**config.mk**
```make
export PLATFORM = sky130hd
export DESIGN_NAME = alu_operand_sequencer
export DESIGN_NICKNAME = d
export VERILOG_FILES = /design/src/rtl/alu_seq_pkg.sv /design/src/rtl/alu_operand_sequencer_button_conditioner.sv /design/src/rtl/alu_operand_sequencer.sv
export SDC_FILE = /design/constraint.sdc
export NUM_CORES = 1
export LEC_CHECK = 0
export CAP_MARGIN = 20
export CELL_PAD_IN_SITES_DETAIL_PLACEMENT = 2
export CELL_PAD_IN_SITES_GLOBAL_PLACEMENT = 2
export CORE_MARGIN = 1.5
export CORE_UTILIZATION = 30
export CTS_CLUSTER_SIZE = 30
export DETAILED_ROUTE_END_ITERATION = 6
export PLACE_DENSITY_LB_ADDON = 0.1
export SETUP_SLACK_MARGIN = 0.4
export SYNTH_ARGS = -nofsm -noshare
export SYNTH_HDL_FRONTEND = slang
export SYNTH_SLANG_ARGS = --single-unit
```
**constraint.sdc**
```tcl
create_clock -name clk -period 1.7 [get_ports clk]
set_clock_uncertainty 0.2 [all_clocks]
set_input_delay 0.34 -clock clk [delete_from_list [all_inputs] [get_ports clk]]
set_output_delay 0.34 -clock clk [all_outputs]
set_load 0.005 [all_outputs]
```
**src/rtl/alu_seq_pkg.sv**
```systemverilog
// Shared types and constants for the ALU operand sequencer.
package alu_seq_pkg;

    localparam int N_DEF  = 4;
    localparam int FW_DEF = 4;

    localparam logic [2:0] PH_A    = 3'd0;
    localparam logic [2:0] PH_B    = 3'd1;
    localparam logic [2:0] PH_F    = 3'd2;
    localparam logic [2:0] PH_EXEC = 3'd3;
    localparam logic [2:0] PH_SHOW = 3'd4;

    typedef enum logic [2:0] {
        S_A    = PH_A,
        S_B    = PH_B,
        S_F    = PH_F,
        S_EXEC = PH_EXEC,
        S_SHOW = PH_SHOW
    } state_t;

    function automatic int wmax(input int a, input int b);
        return (a > b) ? a : b;
    endfunction

endpackage

```
**src/rtl/alu_operand_sequencer_button_conditioner.sv**
```systemverilog
// Button synchroniser, optional debouncer and rising-edge detector.
// ALU_SEQ_DEBOUNCE_EN compiles in the debounce counter.
module button_conditioner #(
    parameter int DB_CYCLES = 500000
) (
    input  logic clk,
    input  logic reset,
    input  logic btn,
    output logic step
);

    logic       s0;
    logic       s1;
    logic       level;
    logic       prev;
    logic       armed;
    logic [1:0] fill;

    // Steps are only armed once a genuine released level has been seen,
    // so a press held across reset cannot fire.
    always_ff @(posedge clk or posedge reset) begin
        if (reset) begin
            s0    <= 1'b0;
            s1    <= 1'b0;
            prev  <= 1'b0;
            armed <= 1'b0;
            fill  <= 2'd0;
        end else begin
            s0   <= btn;
            s1   <= s0;
            prev <= level;
            if (fill != 2'd2)
                fill <= fill + 2'd1;
            if (fill == 2'd2 && !s1 && !level)
                armed <= 1'b1;
        end
    end

`ifdef ALU_SEQ_DEBOUNCE_EN
    localparam int CW = $clog2(DB_CYCLES + 1);

    logic [CW-1:0] cnt;
    logic          acc;

    always_ff @(posedge clk or posedge reset) begin
        if (reset) begin
            cnt <= '0;
            acc <= 1'b0;
        end else if (s1 == acc) begin
            cnt <= '0;
        end else if (cnt == CW'(DB_CYCLES - 1)) begin
            acc <= s1;
            cnt <= '0;
        end else begin
            cnt <= cnt + 1'b1;
        end
    end

    assign level = acc;
`else
    logic db_unused;
    assign db_unused = (DB_CYCLES > 0);
    assign level     = s1;
`endif

    assign step = level & ~prev & armed;

endmodule

```
**src/rtl/alu_operand_sequencer.sv**
```systemverilog
// Stepped A/B/F entry and ALU result capture for the board ALU.
// Build with ALU_SEQ_DEBOUNCE_EN to debounce the step button.
module alu_operand_sequencer
    import alu_seq_pkg::*;
#(
    parameter int N         = N_DEF,
    parameter int FW        = FW_DEF,
    parameter int DB_CYCLES = 500000
) (
    input  logic                    clk,
    input  logic                    reset,
    input  logic [wmax(N,FW)-1:0]   sw,
    input  logic                    btn,
    output logic [N-1:0]            A,
    output logic [N-1:0]            B,
    output logic [FW-1:0]           F,
    output logic                    alu_go,
    input  logic [N-1:0]            Y_in,
    input  logic                    Cout_in,
    input  logic                    OV_in,
    output logic [N-1:0]            Y_q,
    output logic                    Cout_q,
    output logic                    OV_q,
    output logic                    valid,
    output logic [2:0]              phase
);

    logic   step;
    state_t state;
    state_t nxt;

    button_conditioner #(
        .DB_CYCLES (DB_CYCLES)
    ) u_btn (
        .clk   (clk),
        .reset (reset),
        .btn   (btn),
        .step  (step)
    );

    always_ff @(posedge clk or posedge reset) begin
        if (reset)
            state <= S_A;
        else
            state <= nxt;
    end

    always_comb begin
        nxt    = state;
        alu_go = 1'b0;
        valid  = 1'b0;
        unique case (state)
            S_A:    if (step) nxt = S_B;
            S_B:    if (step) nxt = S_F;
            S_F:    if (step) nxt = S_EXEC;
            S_EXEC: begin
                alu_go = 1'b1;
                nxt    = S_SHOW;
            end
            S_SHOW: begin
                valid = 1'b1;
                if (step) nxt = S_A;
            end
            default: nxt = S_A;
        endcase
    end

    // Operands load on their step; results latch only on the EXEC edge.
    always_ff @(posedge clk or posedge reset) begin
        if (reset) begin
            A      <= '0;
            B      <= '0;
            F      <= '0;
            Y_q    <= '0;
            Cout_q <= 1'b0;
            OV_q   <= 1'b0;
        end else begin
            if (step && state == S_A)
                A <= sw[N-1:0];
            if (step && state == S_B)
                B <= sw[N-1:0];
            if (step && state == S_F)
                F <= sw[FW-1:0];
            if (state == S_EXEC) begin
                Y_q    <= Y_in;
                Cout_q <= Cout_in;
                OV_q   <= OV_in;
            end
        end
    end

    assign phase = state;

endmodule

```
# Word-level counts from Yosys, hierarchy flattened
# Cells that the tools add are included.
op_classes:
  reduce_logical: 8
  add_sub_neg: 1
  bitwise_logic: 3
  n_eq_ne: 10
  mux: 7
op_table:
  columns: ["op", "count"]
  rows:
  - ["3-bit one-hot mux with 5 select lines", 1]
  - ["3-bit 2-to-1 mux", 4]
  - ["2-bit inequality test, second input constant", 5]
  - ["3-bit by 2-bit equality test with 1-bit output, second input constant", 2]
  - ["1-bit logical AND", 5]
  - ["4-bit AND reduction", 1]
  - ["3-bit by 1-bit equality test with 1-bit output, second input constant", 1]
  - ["3-bit equality test, second input constant", 1]
  - ["3-bit logical NOT", 1]
  - ["2-bit by 1-bit adder with 2-bit output, second input constant", 1]
  - ["1-bit bitwise AND", 2]
  - ["2-bit equality test, second input constant", 1]
  - ["1-bit 2-to-1 mux", 2]
  - ["1-bit logical NOT", 1]
  - ["1-bit NOT", 1]
word_totals:
  in_bits: 13
  elab_cells: 41
  reg_bits: 27
  output_inout_bits: 23

# Depth between registers and ports, before layout
# Gate-level depths: netlist of the first run.
depth:
  ltp_word: 5
  depth_mapped: 3
  ltp_nobuf: 3

# Cells and area by module
# A second synthesis of the first run with hierarchy kept.
hier_totals:
  cells_unflattened: 71
  hier_area_um2: 1093.5
modules_own_cells:
  columns: ["mod", "cells_per_inst", "seq_area_each_um2", "area_per_inst_um2", "n_inst"]
  rows:
  - ["alu_operand_sequencer", 56, 525.5, 882.1, 1]
  - ["button_conditioner", 15, 150.1, 211.5, 1]

# Worst setup path after synthesis of the first run
# Ideal clock, no wire load.
synth_path:
  kind: "reg2reg"
  startpoint: "register state[2] (netlist: phase[2])"
  endpoint: "register A[0]"
  required_time_ns: 1.375
  slack_ns: 0.224
  arrival_time_ns: 1.150
  period_less_slack_ns: 1.476
  setup_time_ns: 0.125
  stages_incl_launch_ff: 4
  path_buffers: 0
  cell_sequence: "dfrtp_1 > and4bb_4 > nand2_4 > mux2_4"
synth_between:
  elab_chain_len: 2
synth_lines:
  columns: ["element", "line_no", "rtl"]
  rows:
  - ["start: declaration", "alu_operand_sequencer.sv:29", "state_t state;"]
  - ["start signal: assignment", "alu_operand_sequencer.sv:45", "state <= nxt;"]
  - ["3-bit logical NOT", "alu_operand_sequencer.sv:78", "if (step && state == S_A)"]
  - ["1-bit logical AND", "alu_operand_sequencer.sv:78", null]
  - ["end signal: assignment", "alu_operand_sequencer.sv:79", "A <= sw[N-1:0];"]
  - ["end: declaration", "alu_operand_sequencer.sv:14", "output logic [N-1:0] A,"]
# No other way between the ends.
# A chain may end at the register's enable or synchronous reset.

# Worst setup path after layout of the first run
layout_path:
  startpoint: "register state[0] (netlist: phase[0])"
  endpoint: "output valid"
layout_between:
  elab_chain_len: 2
layout_lines:
  columns: ["element", "line_no", "rtl"]
  rows:
  - ["3-bit equality test", "alu_operand_sequencer.sv:52", "unique case (state)"]
  - ["1-bit 2-to-1 mux", "alu_operand_sequencer.sv:52", null]
  - ["end: declaration", "alu_operand_sequencer.sv:24", "output logic valid,"]
# No other way between the ends.

==> results of run 1 <==
where the power goes:
group	leakage, nW	total [mW]	internal (mW)	switching (mW)
Combinational	0.593	1.58	1.03	0.544
Clock	0.0228	0.377	0.168	0.209
Sequential	0.314	1.04	0.898	0.146
final cells by class:
cell class	instances	area, um2	area share (%)
inverter	7	26.3	1.50
clock buffer	4	45.0	2.57
sequential	27	677	38.6
multi-input combinational	37	423	24.1
tap	46	57.6	3.29
timing repair buffer	70	523	29.9
cells by family after synthesis:
family | after synthesis
AO/OA/AOI/OAI | 3
AND/OR/NAND/NOR | 12
flip-flops | 27
buffers and inverters | 7
adder cells (fa/ha/maj) | 1
multiplexers | 20
XOR/XNOR | 1
how the worst max path moves through the flow:
stage / from / endpoint / slack, ns / cells after the start
floorplan: phase[2] / A[0] / 0.23 / 3
global placement: phase[0] / valid / 0.02 / 4
detailed placement: phase[0] / valid / 0.002 / 4
CTS: phase[0] / valid / 0.07 / 5
global route: phase[0] / valid / -0.002 / 5
finish: phase[0] / valid / 0.05 / 5
synthesized netlist by cell type:
master,instances,area [um2]
o21ai_0,1,5.00
ha_1,1,12.5
mux2_4,12,180
nand2_4,3,33.8
and4bb_4,1,16.3
a21oi_1,1,5.00
a21o_1,1,7.51
inv_1,7,26.3
dfrtp_1,27,676
and3b_1,1,8.76
and2b_1,2,15.0
mux2i_1,2,20.0
nand2_1,1,3.75
nand3b_1,1,7.51
nor2_1,3,11.3
mux2_2,6,67.6
xnor2_1,1,8.76
registers in the layout, indices dropped and copies added (netlist names):
| name | flops |
|---|---|
| F | 4 |
| u_btn.s0 | 1 |
| u_btn.armed | 1 |
| u_btn.prev | 1 |
| u_btn.level | 1 |
| phase | 3 |
| A | 4 |
| B | 4 |
| Cout_q | 1 |
| u_btn.fill | 2 |
| OV_q | 1 |
| Y_q | 4 |
per-layer routing:
metal	GRT usage (%)	part of all wire [%]
met5	0	0
met4	4.89	0.79
met3	2.14	3.8
met2	30.3	58
met1	18.2	38
worst max-delay path: cells and delay by family, from the launching register on:
family                 cells  cell delay (ns)
flip-flops                 1             0.40
AND/OR/NAND/NOR            2             0.15
buffers and inverters      3             0.28
timing repair:
item,4_1_cts,5_1_grt
gates resized for setup,99,6
endpoints found under the hold margin,0,0
endpoints found under the setup margin,43,44
pin swaps,4,3
setup buffers,19,11
==> flow_summary.json, run 1 <==
{
  "status": "complete, no violations",
  "final_util_pct": 50.9,
  "stdcell_count": 191,
  "syn-cell-area_um2": 1100,
  "critical-path-slowest-cell": "dfrtp_1",
  "rsz0062_at_grt": "true",
  "syn_to_final_growth_pct": 58.6,
  "rr_worst_depth": 4,
  "tritoncts": "yes",
  "htree_num_levels": 1,
  "tightest_slew_ns": 0.360,
  "min_from": "u_btn.s0",
  "wl_mm": 3.17,
  "syn_area_per_cell_um2": 15.6,
  "required_ns": 1.16,
  "layout_commonest_cell": "buf_4",
  "initial_core_util_pct": 32.1,
  "ant_nets": 0,
  "core_area_um2": 3440,
  "worstPathCellList": "buf_6 -> nor2_4 -> nand2_2 -> inv_1 -> buf_2",
  "synth_xor_area_share_pct": 0.793,
  "synth-compound-area-share_pct": 1.59,
  "final_area_um2": 1750,
  "worstReg2RegStart": "phase[2]",
  "gp_congestion": 0.671,
  "arrival_ns": 1.11,
  "wl_per_cell_um": 16.6,
  "synth_top_family_by_area": "multiplexers",
  "cpPeakStageDelay_ns": 0.40,
  "hold_violations": 0,
  "peakVddDrop_mv": 0.540,
  "fin_nets": 160,
  "overflow": 0,
  "synthMuxAreaShare_pct": 24.2,
  "post_route_cells_drive_above_1_share_pct": 62.1,
  "hold_depth": 0,
  "grt_pass1_vias": 964,
  "final_cell_mix": "buf_4 (30), dfrtp_1 (26), buf_2 (22)",
  "synthCells": 71,
  "maxSlewHeadroom_pct": 76.0,
  "clkSinkCount": 27,
  "die_height_um": 63.7,
  "hp-class": "flop to flop",
  "post-route-drc-count": 0,
  "ys_seq_area_share_pct": 61.2,
  "n_fill_cell": 341,
  "die_area_um2": 4060,
  "drv_slew": 0,
  "placed_area_um2": 1550,
  "ys_warn_count": 0,
  "n_antenna_cell": 0,
  "vias_per_cell": 4.42,
  "pre_cts_ws_ns": 0.00219,
  "holdWs_ns": 0.168,
  "cp_max_fo": 3,
  "grtUsageTotal_pct": 15.9,
  "start_kind": "flop",
  "hold_end": "u_btn.level",
  "grt_max_degree": 28,
  "drt_iter0_drc": 13,
  "drt_pass1_iterations": 4,
  "num_rows": 21,
  "antenna_found_initial": 0,
  "clk_path_buf_depth": 2,
  "numCtsBuffers": 3,
  "layout_min_cycle_time_ns": 1.65,
  "clock.fmax_mhz": 606,
  "synthesis.nets": 85,
  "postLayoutSetupSlackWorst_ns": 0.0510,
  "clock_latency_ns": 0.27,
  "port_buffers": 35,
  "timing.rr.end": "F[1]",
  "maxCapViolations": 0,
  "die_w_um": 63.7,
  "synth_cell_type_count": 17,
  "p_leak_nw": 0.930,
  "postCtsHoldBufs": 0,
  "fin_tns_setup_ns": 0,
  "r2r_slack_ns": 0.08,
  "setup.worst_path.class": "flop to output pin",
  "setup_viol": 0,
  "dp_cells": 157,
  "p_per_area_nw_per_um2": 1710,
  "finalPower_mw": 3.00,
  "period_share_pct": 97.0,
  "synth-simple-area-share_pct": 8.72,
  "grt_pass1_wl_mm": 4.91,
  "end_kind": "output pin",
  "ys_seq_elements": 27,
  "path_clk_slew_ns": 0.09,
  "pin_count": 36,
  "dp_hpwl_mm": 1.86,
  "via_count": 844,
  "synthAdderAreaFrac_pct": 1.13,
  "cts_root_buf": "clkbuf_8"
}
No activity file was read; power rests on OpenSTA's default activity.
==> run 2: changes to the inputs <==
--- a/config.mk
+++ b/config.mk
@@ -14,6 +14,7 @@
 export DETAILED_ROUTE_END_ITERATION = 6
 export PLACE_DENSITY_LB_ADDON = 0.1
 export SETUP_SLACK_MARGIN = 0.4
+export SLEW_MARGIN = 20
 export SYNTH_ARGS = -nofsm -noshare
 export SYNTH_HDL_FRONTEND = slang
 export SYNTH_SLANG_ARGS = --single-unit
==> results of run 2 <==
The final DEF is identical to that of run 1; final timing and power are the same.
==> run 3: changes to the inputs <==
--- a/config.mk
+++ b/config.mk
@@ -8,7 +8,7 @@
 export CAP_MARGIN = 20
 export CELL_PAD_IN_SITES_DETAIL_PLACEMENT = 2
 export CELL_PAD_IN_SITES_GLOBAL_PLACEMENT = 2
-export CORE_MARGIN = 1.5
+export CORE_MARGIN = 1
 export CORE_UTILIZATION = 30
 export CTS_CLUSTER_SIZE = 30
 export DETAILED_ROUTE_END_ITERATION = 6
==> flow_summary.json, run 3 (synthesis gave the netlist of run 1 again) <==
{
  "endpoint": "valid",
  "grt_pass1_wl_mm": 4.88,
  "gp_congestion": 0.636,
  "cp_max_fo": 3,
  "met1_length_mm": 1.28,
  "postCtsHoldBufs": 0,
  "vias_per_cell": 4.32,
  "final_util_pct": 52.4,
  "wl_mm": 3.30,
  "timing.rr.end": "B[3]",
  "clock.fmax_mhz": 601,
  "setup_viol": 0,
  "r2r_slack_ns": 0.05,
  "postLayoutSetupSlackWorst_ns": 0.0353,
  "dp_hpwl_mm": 1.82,
  "cpPeakStageDelay_ns": 0.41,
  "worstReg2RegStart": "phase[1]",
  "maxCapViolations": 0,
  "p_leak_nw": 0.974,
  "clk_path_buf_depth": 2,
  "start_kind": "flop",
  "htree_num_levels": 1,
  "holdWs_ns": 0.166,
  "wl_met3_um": 120,
  "grtUsageTotal_pct": 17.0,
  "worstPathCellList": "buf_6 -> nor2_4 -> nand2_2 -> inv_1 -> buf_2",
  "n_antenna_cell": 0,
  "rsz0062_at_grt": "true",
  "numCtsBuffers": 3,
  "drt_iter0_drc": 15,
  "grt_max_degree": 28,
  "end_kind": "output pin",
  "wl_met2_mm": 1.81,
  "pre_cts_ws_ns": -0.00360,
  "die_w_um": 62.7,
  "clkSinkCount": 27,
  "arrival_ns": 1.12,
  "rr_worst_depth": 5,
  "via_count": 826,
  "fin_nets": 160,
  "syn_to_final_growth_pct": 63.2,
  "die_height_um": 62.7,
  "core_area_um2": 3440,
  "tritoncts": "yes",
  "antenna_found_initial": 0,
  "clock_latency_ns": 0.27,
  "critical-path-slowest-cell": "dfrtp_1",
  "layout_commonest_cell": "dfrtp_1",
  "cts_root_buf": "clkbuf_8",
  "path_clk_slew_ns": 0.09,
  "startpoint": "phase[1]",
  "final_cell_mix": "dfrtp_1 (27), buf_4 (25), buf_2 (20)",
  "grt_pass1_vias": 910,
  "tightest_slew_ns": 0.350,
  "die_area_um2": 3930,
  "n_fill_cell": 345,
  "drv_slew": 0,
  "highest_layer": "met4",
  "layout_min_cycle_time_ns": 1.66,
  "p_per_area_nw_per_um2": 1740,
  "finalPower_mw": 3.13,
  "overflow": 0,
  "num_rows": 21,
  "hp-class": "flop to flop",
  "wl_per_cell_um": 17.3,
  "period_share_pct": 97.9,
  "peakVddDrop_mv": 0.581,
  "setup.worst_path.class": "flop to output pin",
  "hold_violations": 0,
  "post_route_cells_drive_above_1_share_pct": 60.0,
  "post-route-drc-count": 0,
  "ant_nets": 0,
  "maxSlewHeadroom_pct": 76.7,
  "port_buffers": 35,
  "drt_pass1_iterations": 5,
  "initial_core_util_pct": 32.1,
  "pin_count": 36,
  "status": "complete, no violations",
  "required_ns": 1.16
}
[run 3: cell counts in the layout (fill, tap and decap cells not counted)]
Identical to the previous run, type by type.
[run 3: routing by layer]
layer	global-route usage [%]	vias up
met5	0	-
met4	9.88	0
met3	3.65	8
met2	29.8	30
met1	18.7	406
li1	-	382
[run 3: worst min-delay path by stage]
| stage | start | endpoint | cells after the start |
|---|---|---|---|
| finish | u_btn.s0 | u_btn.level | 0 |
| CTS | u_btn.s0 | u_btn.level | 0 |
| detailed placement | u_btn.s0 | u_btn.level | 0 |
| global route | u_btn.s0 | u_btn.level | 0 |
| floorplan | u_btn.s0 | u_btn.level | 0 |
| global placement | u_btn.s0 | u_btn.level | 0 |
[run 3: power by group]
part           internal (mW)  switching, mW  leakage (nW)
Sequential             0.897          0.151         0.316
Clock                  0.168          0.202        0.0228
Combinational           1.14          0.573         0.635
Total                   2.21          0.926         0.974
[run 3: stage by stage]
stage	setup TNS, ns	cell area [um2]	std cells
3_5_place_dp	-0.00360	1560	158
5_1_grt	-0.0297	1800	191
2_1_floorplan	0	1110	71
6_report	0	1800	191
4_1_cts	0	1670	179
3_3_place_gp	0	1560	158
[run 3: cell type report]
class,count,area [um2],share of cell area [%]
inverters,7,26.3,1.46
flip-flops and latches,27,676,37.5
multi-input cells,37,440,24.4
clock buffers,4,45.0,2.50
well taps,46,57.6,3.19
repair buffers,70,558,31.0
[run 3: timing repair]
action                                  CTS  global route
hold endpoints to repair                  0             0
endpoints found under the setup margin   43            44
resized for setup                       104            12
setup buffers                            17            12
cloned                                    0             0
pin swaps                                 4             2
[run 3: critical path, delay by kind of cell (launching register included)]
family,cells,cell delay (ns)
simple gates,2,0.16
flops,1,0.41
buf+inv,3,0.28
